[config.mk]
export PLATFORM = sky130hd
export DESIGN_NAME = nes_controller_device_flat
export DESIGN_NICKNAME = d
export VERILOG_FILES = /design/src/rtl/nes_pkg.sv /design/src/rtl/nes_controller_device_if.sv /design/src/rtl/nes_input_sync.sv /design/src/rtl/nes_controller_device.sv /design/src/flat_wrapper.sv
export SDC_FILE = /design/constraint.sdc
export NUM_CORES = 1
export LEC_CHECK = 0
export BUFFER_PORTS_ARGS = -buffer_cell sky130_fd_sc_hd__buf_2
export CAP_MARGIN = 5
export CORE_ASPECT_RATIO = 1.5
export CORE_MARGIN = 2
export CORE_UTILIZATION = 50
export DETAILED_ROUTE_END_ITERATION = 8
export PLACE_DENSITY_LB_ADDON = 0.12
export SLEW_MARGIN = 5
export SYNTH_ARGS = -nofsm -noshare
export SYNTH_HDL_FRONTEND = slang
export SYNTH_SLANG_ARGS = --single-unit
[constraint.sdc]
create_clock -name clk -period 1.8 [get_ports clk]
set_clock_uncertainty 0.2 [all_clocks]
set_input_delay 0.09 -clock clk [delete_from_list [all_inputs] [get_ports clk]]
set_output_delay 0.09 -clock clk [all_outputs]
set_load 0.01 [all_outputs]
[src/rtl/nes_pkg.sv]
// Shared constants for the NES controller device: button bit mapping, frame width and FSM encoding.
// Host-side drivers import the same BTN_* mapping so both ends agree on bit order.
package nes_pkg;

    localparam int unsigned NES_BITS = 8;

    localparam int unsigned BTN_A      = 0;
    localparam int unsigned BTN_B      = 1;
    localparam int unsigned BTN_SELECT = 2;
    localparam int unsigned BTN_START  = 3;
    localparam int unsigned BTN_UP     = 4;
    localparam int unsigned BTN_DOWN   = 5;
    localparam int unsigned BTN_LEFT   = 6;
    localparam int unsigned BTN_RIGHT  = 7;

    localparam logic [3:0] BIT_LAST = 4'd7;
    localparam logic [3:0] BIT_FILL = 4'd8;

    typedef enum logic [1:0] {
        IDLE  = 2'd0,
        LOAD  = 2'd1,
        SHIFT = 2'd2
    } nes_state_e;

endpackage

[src/rtl/nes_controller_device_if.sv]
// Connector-side and button-side signal bundle of the NES controller device.
// master = host/stimulus side, slave = the controller device itself.
interface nes_controller_device_if;
    import nes_pkg::*;

    logic                nes_latch;
    logic                nes_clk;
    logic                nes_data;
    logic [NES_BITS-1:0] buttons_in;
    logic [NES_BITS-1:0] snapshot;
    logic                poll_strobe;
    logic                read_done;
    logic [3:0]          bit_cnt;

    modport master (
        output nes_latch, nes_clk, buttons_in,
        input  nes_data, snapshot, poll_strobe, read_done, bit_cnt
    );

    modport slave (
        input  nes_latch, nes_clk, buttons_in,
        output nes_data, snapshot, poll_strobe, read_done, bit_cnt
    );

endinterface

[src/rtl/nes_input_sync.sv]
// Synchronizer plus edge detector for one asynchronous host wire (latch or clk).
// Optional glitch filter compiled in with NES_GLITCH_FILTER_EN.
module nes_input_sync #(
    parameter int unsigned SYNC_STAGES   = 2,
    parameter int unsigned FILTER_CYCLES = 4
) (
    input  logic clk,
    input  logic reset,
    input  logic async_i,
    output logic level_o,
    output logic rise_o,
    output logic fall_o
);

    logic [SYNC_STAGES-1:0] sync_q;
    logic                   sync_s;
    logic                   filt_s;
    logic                   dly_q;

    always_ff @(posedge clk or posedge reset) begin
        if (reset) begin
            sync_q <= '0;
        end else begin
            sync_q <= {sync_q[SYNC_STAGES-2:0], async_i};
        end
    end

    assign sync_s = sync_q[SYNC_STAGES-1];

`ifdef NES_GLITCH_FILTER_EN
    localparam int unsigned CNT_W = $clog2(FILTER_CYCLES + 1);

    logic             filt_q, filt_d;
    logic [CNT_W-1:0] cnt_q, cnt_d;

    // Accept a new level only after FILTER_CYCLES consecutive differing samples.
    always_comb begin
        filt_d = filt_q;
        cnt_d  = '0;
        if (sync_s != filt_q) begin
            if (cnt_q == CNT_W'(FILTER_CYCLES - 1)) begin
                filt_d = sync_s;
            end else begin
                cnt_d = cnt_q + CNT_W'(1);
            end
        end
    end

    always_ff @(posedge clk or posedge reset) begin
        if (reset) begin
            filt_q <= 1'b0;
            cnt_q  <= '0;
        end else begin
            filt_q <= filt_d;
            cnt_q  <= cnt_d;
        end
    end

    assign filt_s = filt_q;
`else
    localparam int unsigned FILTER_UNUSED = FILTER_CYCLES;

    assign filt_s = sync_s;
`endif

    always_ff @(posedge clk or posedge reset) begin
        if (reset) begin
            dly_q <= 1'b0;
        end else begin
            dly_q <= filt_s;
        end
    end

    assign level_o = filt_s;
    assign rise_o  = filt_s & ~dly_q;
    assign fall_o  = ~filt_s & dly_q;

endmodule

[src/rtl/nes_controller_device.sv]
// NES controller emulation (4021-style PISO) driven by an external host's latch/clk.
// Build option: NES_GLITCH_FILTER_EN adds a FILTER_CYCLES-deep glitch filter on both host wires.
//
// state | meaning
// IDLE  | frame finished or never started; stray host clocks keep draining the register
// LOAD  | latch high, register transparently loads buttons_in every cycle
// SHIFT | frame in progress, each host clk rise presents the next bit
module nes_controller_device
    import nes_pkg::*;
#(
    parameter int unsigned SYNC_STAGES   = 2,
    parameter int unsigned FILTER_CYCLES = 4,
    parameter int unsigned FILL_PRESSED  = 1
) (
    input  logic                    clk,
    input  logic                    reset,
    nes_controller_device_if.slave  bus
);

    localparam logic FILL_BIT = (FILL_PRESSED != 0);

    logic latch_s, latch_rise, latch_fall;
    logic clk_s, clk_rise, clk_fall;
    logic sync_unused;

    nes_input_sync #(
        .SYNC_STAGES   (SYNC_STAGES),
        .FILTER_CYCLES (FILTER_CYCLES)
    ) u_latch_sync (
        .clk     (clk),
        .reset   (reset),
        .async_i (bus.nes_latch),
        .level_o (latch_s),
        .rise_o  (latch_rise),
        .fall_o  (latch_fall)
    );

    nes_input_sync #(
        .SYNC_STAGES   (SYNC_STAGES),
        .FILTER_CYCLES (FILTER_CYCLES)
    ) u_clk_sync (
        .clk     (clk),
        .reset   (reset),
        .async_i (bus.nes_clk),
        .level_o (clk_s),
        .rise_o  (clk_rise),
        .fall_o  (clk_fall)
    );

    assign sync_unused = latch_rise | clk_s | clk_fall;

    nes_state_e          state_q, state_d;
    logic [NES_BITS-1:0] shift_q, shift_d;
    logic [3:0]          cnt_q, cnt_d;
    logic [NES_BITS-1:0] snap_q, snap_d;
    logic                poll_q, poll_d;
    logic                done_q, done_d;

    logic [NES_BITS-1:0] shifted;
    logic [3:0]          cnt_inc;

    assign shifted = {FILL_BIT, shift_q[NES_BITS-1:1]};
    assign cnt_inc = (cnt_q >= BIT_FILL) ? BIT_FILL : cnt_q + 4'd1;

    always_ff @(posedge clk or posedge reset) begin
        if (reset) begin
            state_q <= IDLE;
            shift_q <= '0;
            cnt_q   <= '0;
            snap_q  <= '0;
            poll_q  <= 1'b0;
            done_q  <= 1'b0;
        end else begin
            state_q <= state_d;
            shift_q <= shift_d;
            cnt_q   <= cnt_d;
            snap_q  <= snap_d;
            poll_q  <= poll_d;
            done_q  <= done_d;
        end
    end

    // Latch level dominates any clock edge; in LOAD a coincident clk_rise is dropped.
    always_comb begin
        state_d = state_q;
        shift_d = shift_q;
        cnt_d   = cnt_q;
        snap_d  = snap_q;
        poll_d  = 1'b0;
        done_d  = 1'b0;
        unique case (state_q)
            IDLE, SHIFT: begin
                if (latch_s) begin
                    state_d = LOAD;
                    shift_d = bus.buttons_in;
                    cnt_d   = '0;
                end else if (clk_rise) begin
                    shift_d = shifted;
                    cnt_d   = cnt_inc;
                    done_d  = (cnt_q == BIT_LAST - 4'd1);
                    if (cnt_inc == BIT_FILL) begin
                        state_d = IDLE;
                    end
                end
            end
            LOAD: begin
                shift_d = bus.buttons_in;
                cnt_d   = '0;
                if (latch_fall) begin
                    state_d = SHIFT;
                    snap_d  = bus.buttons_in;
                    poll_d  = 1'b1;
                end
            end
            default: state_d = IDLE;
        endcase
    end

    always_comb begin
        bus.nes_data    = ~shift_q[0];
        bus.snapshot    = snap_q;
        bus.poll_strobe = poll_q;
        bus.read_done   = done_q;
        bus.bit_cnt     = cnt_q;
    end

endmodule

[src/flat_wrapper.sv]
// flat-port wrapper written by rule: the top's interface ports become plain ports
module nes_controller_device_flat import nes_pkg::*;
#(
    parameter int unsigned SYNC_STAGES   = 2,
    parameter int unsigned FILTER_CYCLES = 4,
    parameter int unsigned FILL_PRESSED  = 1
)
  (clk, reset, bus_nes_latch, bus_nes_clk, bus_buttons_in, bus_nes_data, bus_snapshot, bus_poll_strobe, bus_read_done, bus_bit_cnt);
  nes_controller_device_if bus_i ();
  input  logic clk;
  input  logic reset;
  input wire logic [$bits(bus_i.nes_latch)-1:0] bus_nes_latch;
  input wire logic [$bits(bus_i.nes_clk)-1:0] bus_nes_clk;
  input wire logic [$bits(bus_i.buttons_in)-1:0] bus_buttons_in;
  output wire logic [$bits(bus_i.nes_data)-1:0] bus_nes_data;
  output wire logic [$bits(bus_i.snapshot)-1:0] bus_snapshot;
  output wire logic [$bits(bus_i.poll_strobe)-1:0] bus_poll_strobe;
  output wire logic [$bits(bus_i.read_done)-1:0] bus_read_done;
  output wire logic [$bits(bus_i.bit_cnt)-1:0] bus_bit_cnt;
  assign bus_i.nes_latch = bus_nes_latch;
  assign bus_i.nes_clk = bus_nes_clk;
  assign bus_i.buttons_in = bus_buttons_in;
  assign bus_nes_data = bus_i.nes_data;
  assign bus_snapshot = bus_i.snapshot;
  assign bus_poll_strobe = bus_i.poll_strobe;
  assign bus_read_done = bus_i.read_done;
  assign bus_bit_cnt = bus_i.bit_cnt;
  nes_controller_device #(.SYNC_STAGES(SYNC_STAGES), .FILTER_CYCLES(FILTER_CYCLES), .FILL_PRESSED(FILL_PRESSED)) u_core (.clk(clk), .reset(reset), .bus(bus_i));
endmodule
==> reports/qor_table.md <==
| Group | Parameter | Reported |
|:---|:---|:---|
| synthesis | Cell area after technology mapping | 1260 um^2 |
| final layout | Multi-input combinational cell area | 449 um^2 |
| grt | Combined global-route utilization of all metal layers | 19.8% |
| placed design | Area of placed instances | 1440 um^2 |
| grt | First-pass GRT wire length | 4090 um |
| detailed routing | Wirelength per Cell | 13.5 um |
| synthesis | Proportion of netlist area held by the largest area contributor | 59.6% |
| worst setup path | Type of destination of the critical path | register |
| sta | Part of the cycle the worst path needs | 94.5% |
| sta | Tmin final | 1.70 ns |
| worst setup path | Crit Reg-Reg Endpoint | u_core.state_q[1] |
| sta | Measured slew at the worst slew-check pin | 0.375 ns |
| final layout | Register Area | 751 um^2 |
| synthesis | Avg Cell Area, Syn | 12.9 um^2 |
| worst setup path | Critical path start-end classification | register to register |
| synthesis | Seq/Total Area, Yosys | 59.6% |
| final layout | Count of fill cells added during filler insertion | 211 |
| placed design | Worst slack, placed | 0.105 ns |
| synthesis | Instance count of the mapped netlist | 98 |
| cts | Clock Pin Slew Worst Setup and Hold Paths | 0.09 ns |
| sta | Endpoints failing hold | 0 |
| final layout | Share of layout cells above drive strength 1 | 37.4% |
| detailed routing | Remaining design rule violation count | 0 |
| sta | Unrepaired setup endpoints after global routing | no |
| final layout | Final non-filler cell area | 1610 um^2 |
| die | Die Wd | 45.0 um |
| grt | Number of antenna violations at the first check in global routing | 0 |
| detailed routing | Antenna Violating Nets Remaining | 0 |
| final layout | Most common cell after layout, fill and taps aside | sky130_fd_sc_hd__dfrtp_1 |
| sta | Peak clock frequency supported by timing | 588 MHz |
| placed design | Placed Cells | 152 |
| die | Die outline height | 65.5 um |
| sta | Setup Viol. Count Final | 0 |
| cts | Number of H-tree levels | 2 |
| detailed routing | DR vias/cell | 5.15 |
| final layout | Antenna cells | 0 |
| sta | Hold slack | 0.155 ns |
| synthesis | Number of distinct library cell variants in the gate-level netlist after synthesis | 25 |
| cts | CTS Root Cell | sky130_fd_sc_hd__clkbuf_4 |
| power and ir drop | Worst supply voltage drop on vdd | 0.529 mV |
| worst setup path | Worst flop-to-flop path startpoint | u_core.bus.bit_cnt[1] |
| worst setup path | Largest fanout of any net on the critical path | 5 |
| cts | CTS sink count | 30 |
| sta | Pins Over Slew Limit | 0 |
| run | Number of maximum-capacitance constraint violations | 0 |
| placed design | Quantity of I/O buffers inserted on ports | 26 |
| power and ir drop | Pwr/cell area | 965 nW/um^2 |
| cts | Post CTS Setup Buffer Count | 0 |
| cts | Skew-Pair Late Insertion Delay | 0.32 ns |
| die | Full die area | 2950 um^2 |
| worst setup path | Setup slack, reg-to-reg | 0.1 ns |
| detailed routing | DRT Pass-1 Iters | 4 |
| grt | Global-route congestion overflow total | 0 |
| worst hold path | Number of stages on the worst hold path | 0 |
| final layout | Leading cell types in the layout, fill and taps excluded | 30 x sky130_fd_sc_hd__dfrtp_1, 26 x sky130_fd_sc_hd__buf_2, 11 x sky130_fd_sc_hd__nand2_1, 11 x sky130_fd_sc_hd__dlygate4sd3_1, 9 x sky130_fd_sc_hd__mux2_2 |
| final layout | Layout-stage area growth over the synthesis result | 28.0% |
| cts | Maximum number of buffers from clock root to sink | 2 |
| power and ir drop | Leak pwr | 0.779 nW |
| worst setup path | Endpoint required time on the critical path | 1.82 ns |
| die | Core box area | 2420 um^2 |
| worst setup path | Path depth of the worst reg2reg path | 4 |
| grt | Number of global-route vias before repair | 904 |
| sta | Setup TNS | 0 ns |
| die | Number of placement rows | 22 |
| final layout | Number of standard cells in the layout, taps in and fillers out | 171 |
| synthesis | Cell type with the highest aggregate area in the netlist | sky130_fd_sc_hd__dfrtp_1 |
| die | Top-level port count | 27 |
| worst hold path | Startpoint of the most critical hold path | u_core.u_clk_sync.sync_q[0] |
| worst setup path | Crit path arrival time | 1.72 ns |
| worst hold path | Hold endpoint | u_core.u_clk_sync.sync_q[1] |
| synthesis | Yosys warning total | 0 |
| cts | TritonCTS clock tree | done |
| placed design | Routability cong. | 0.771 |
| synthesis | Post-synthesis sequential element count | 30 |
| placed design | Detailed-placement wirelength estimate | 1600 um |
| synthesis | Top cells by area, synth | sky130_fd_sc_hd__dfrtp_1 60%, sky130_fd_sc_hd__mux2_2 8.0%, sky130_fd_sc_hd__mux2i_1 5.6% |
| synthesis | Synthesized net count | 113 |
| worst hold path | Tightest Hold Check Type | register to register |
| grt | Largest net degree at the start of global routing | 31 |
| status | Outcome | finished clean |
| detailed routing | Initial DRC count | 14 |
| worst setup path | CP Launch Type | register |
| sta | Worst Setup Slack, final | 0.0991 ns |
| detailed routing | Total via count after detailed routing | 880 |
| cts | Clock buffer count from CTS | 5 |
| detailed routing | Final WL | 2310 um |
| cts | Count of instances resized after the clock tree is built | 0 |
| die | Initial core utilization | 52.0% |
| sta | Normalized max-slew margin | 75.0% |
| final layout | Number of nets in the layout | 161 |
[state kept, by name, indices dropped and copies added, names as in the netlist]
signal / cells
u_core.bus.snapshot: 8
u_core.shift_q: 8
u_core.bus.bit_cnt: 4
u_core.state_q: 2
u_core.u_clk_sync.sync_q: 2
u_core.u_latch_sync.sync_q: 2
u_core.bus.poll_strobe: 1
u_core.bus.read_done: 1
u_core.u_clk_sync.dly_q: 1
u_core.u_latch_sync.dly_q: 1
[metrics by stage]
step | power (mW) | utilization (%)
5_1_grt | 1.66 | 66.6
4_1_cts | 1.58 | 66.6
6_report | 1.56 | 66.6
2_1_floorplan | 1.03 | -
3_3_place_gp | 1.13 | 59.6
3_5_place_dp | 1.15 | 59.6
[critical path, cell delays in order, from the launching register on]
cell and delay [ns]:
sky130_fd_sc_hd__dfrtp_1 0.43, sky130_fd_sc_hd__inv_1 0.08, sky130_fd_sc_hd__ha_1 0.28, sky130_fd_sc_hd__or3b_1 0.36, sky130_fd_sc_hd__a41o_1 0.24
[layer usage]
metal | global-route usage (%) | vias up | share of wire, % | wire length [um]
met5 | 0 | - | 0 | 0
met1 | 22.7 | 425 | 39 | 902
met3 | 5.22 | 4 | 4.8 | 111
met2 | 32.3 | 25 | 55 | 1260
li1 | - | 426 | - | -
met4 | 11.0 | 0 | 1.5 | 34
[what timing repair did]
action	CTS	global route
hold buffers	11	0
endpoints found under the hold margin	48	0
endpoints found under the setup margin	0	0
[how the worst max path moves through the flow]
stage                          startpoint           endpoint  slack (ns)  depth (start not counted)
finish              u_core.bus.bit_cnt[1]  u_core.state_q[1]         0.1                          4
global route        u_core.bus.bit_cnt[0]  u_core.state_q[1]      0.0005                          4
CTS                 u_core.bus.bit_cnt[0]  u_core.state_q[1]        0.09                          4
detailed placement  u_core.bus.bit_cnt[0]  u_core.state_q[1]        0.11                          4
global placement    u_core.bus.bit_cnt[0]  u_core.state_q[1]        0.16                          4
floorplan           u_core.bus.bit_cnt[0]  u_core.state_q[1]        0.12                          4
[cells in the mapped netlist]
cell type / n
sky130_fd_sc_hd__and3_2: 1
sky130_fd_sc_hd__a41o_1: 1
sky130_fd_sc_hd__mux2i_1: 7
sky130_fd_sc_hd__o31ai_4: 1
sky130_fd_sc_hd__a21oi_4: 1
sky130_fd_sc_hd__nor2b_4: 1
sky130_fd_sc_hd__inv_2: 1
sky130_fd_sc_hd__nor2_1: 2
sky130_fd_sc_hd__and3_1: 1
sky130_fd_sc_hd__buf_4: 1
sky130_fd_sc_hd__nand2_1: 11
sky130_fd_sc_hd__o32ai_1: 1
sky130_fd_sc_hd__o21ai_0: 2
sky130_fd_sc_hd__mux2_2: 9
sky130_fd_sc_hd__a31oi_1: 1
sky130_fd_sc_hd__or3b_1: 1
sky130_fd_sc_hd__nor4b_2: 1
sky130_fd_sc_hd__inv_1: 7
sky130_fd_sc_hd__buf_6: 2
sky130_fd_sc_hd__nand4_1: 1
sky130_fd_sc_hd__nand2b_1: 1
sky130_fd_sc_hd__ha_1: 3
sky130_fd_sc_hd__o21ai_1: 7
sky130_fd_sc_hd__a21oi_1: 4
sky130_fd_sc_hd__dfrtp_1: 30
[area by class of cell]
class | count | share of cell area (%)
clock buffer | 7 | 3.41
clock inverter | 1 | 0.310
inverter | 8 | 1.86
multi-input combinational | 57 | 27.9
sequential | 30 | 46.5
tap | 24 | 1.86
timing repair buffer | 44 | 18.2
[cell families after synthesis]
kind of cell	share of synthesized area, %
AO/OA/AOI/OAI	10.1
adder cells (fa/ha/maj)	2.98
buffers and inverters	4.77
flip-flops	59.6
multiplexers	13.6
AND/OR/NAND/NOR	8.94
[report_power, final]
group | internal, mW | switching, mW | leakage (nW)
clock | 0.189 | 0.222 | 0.0353
combinational | 0.166 | 0.154 | 0.376
sequential | 0.774 | 0.0513 | 0.367
total | 1.13 | 0.428 | 0.779
Note: power is estimated with default switching activity, not from simulation.
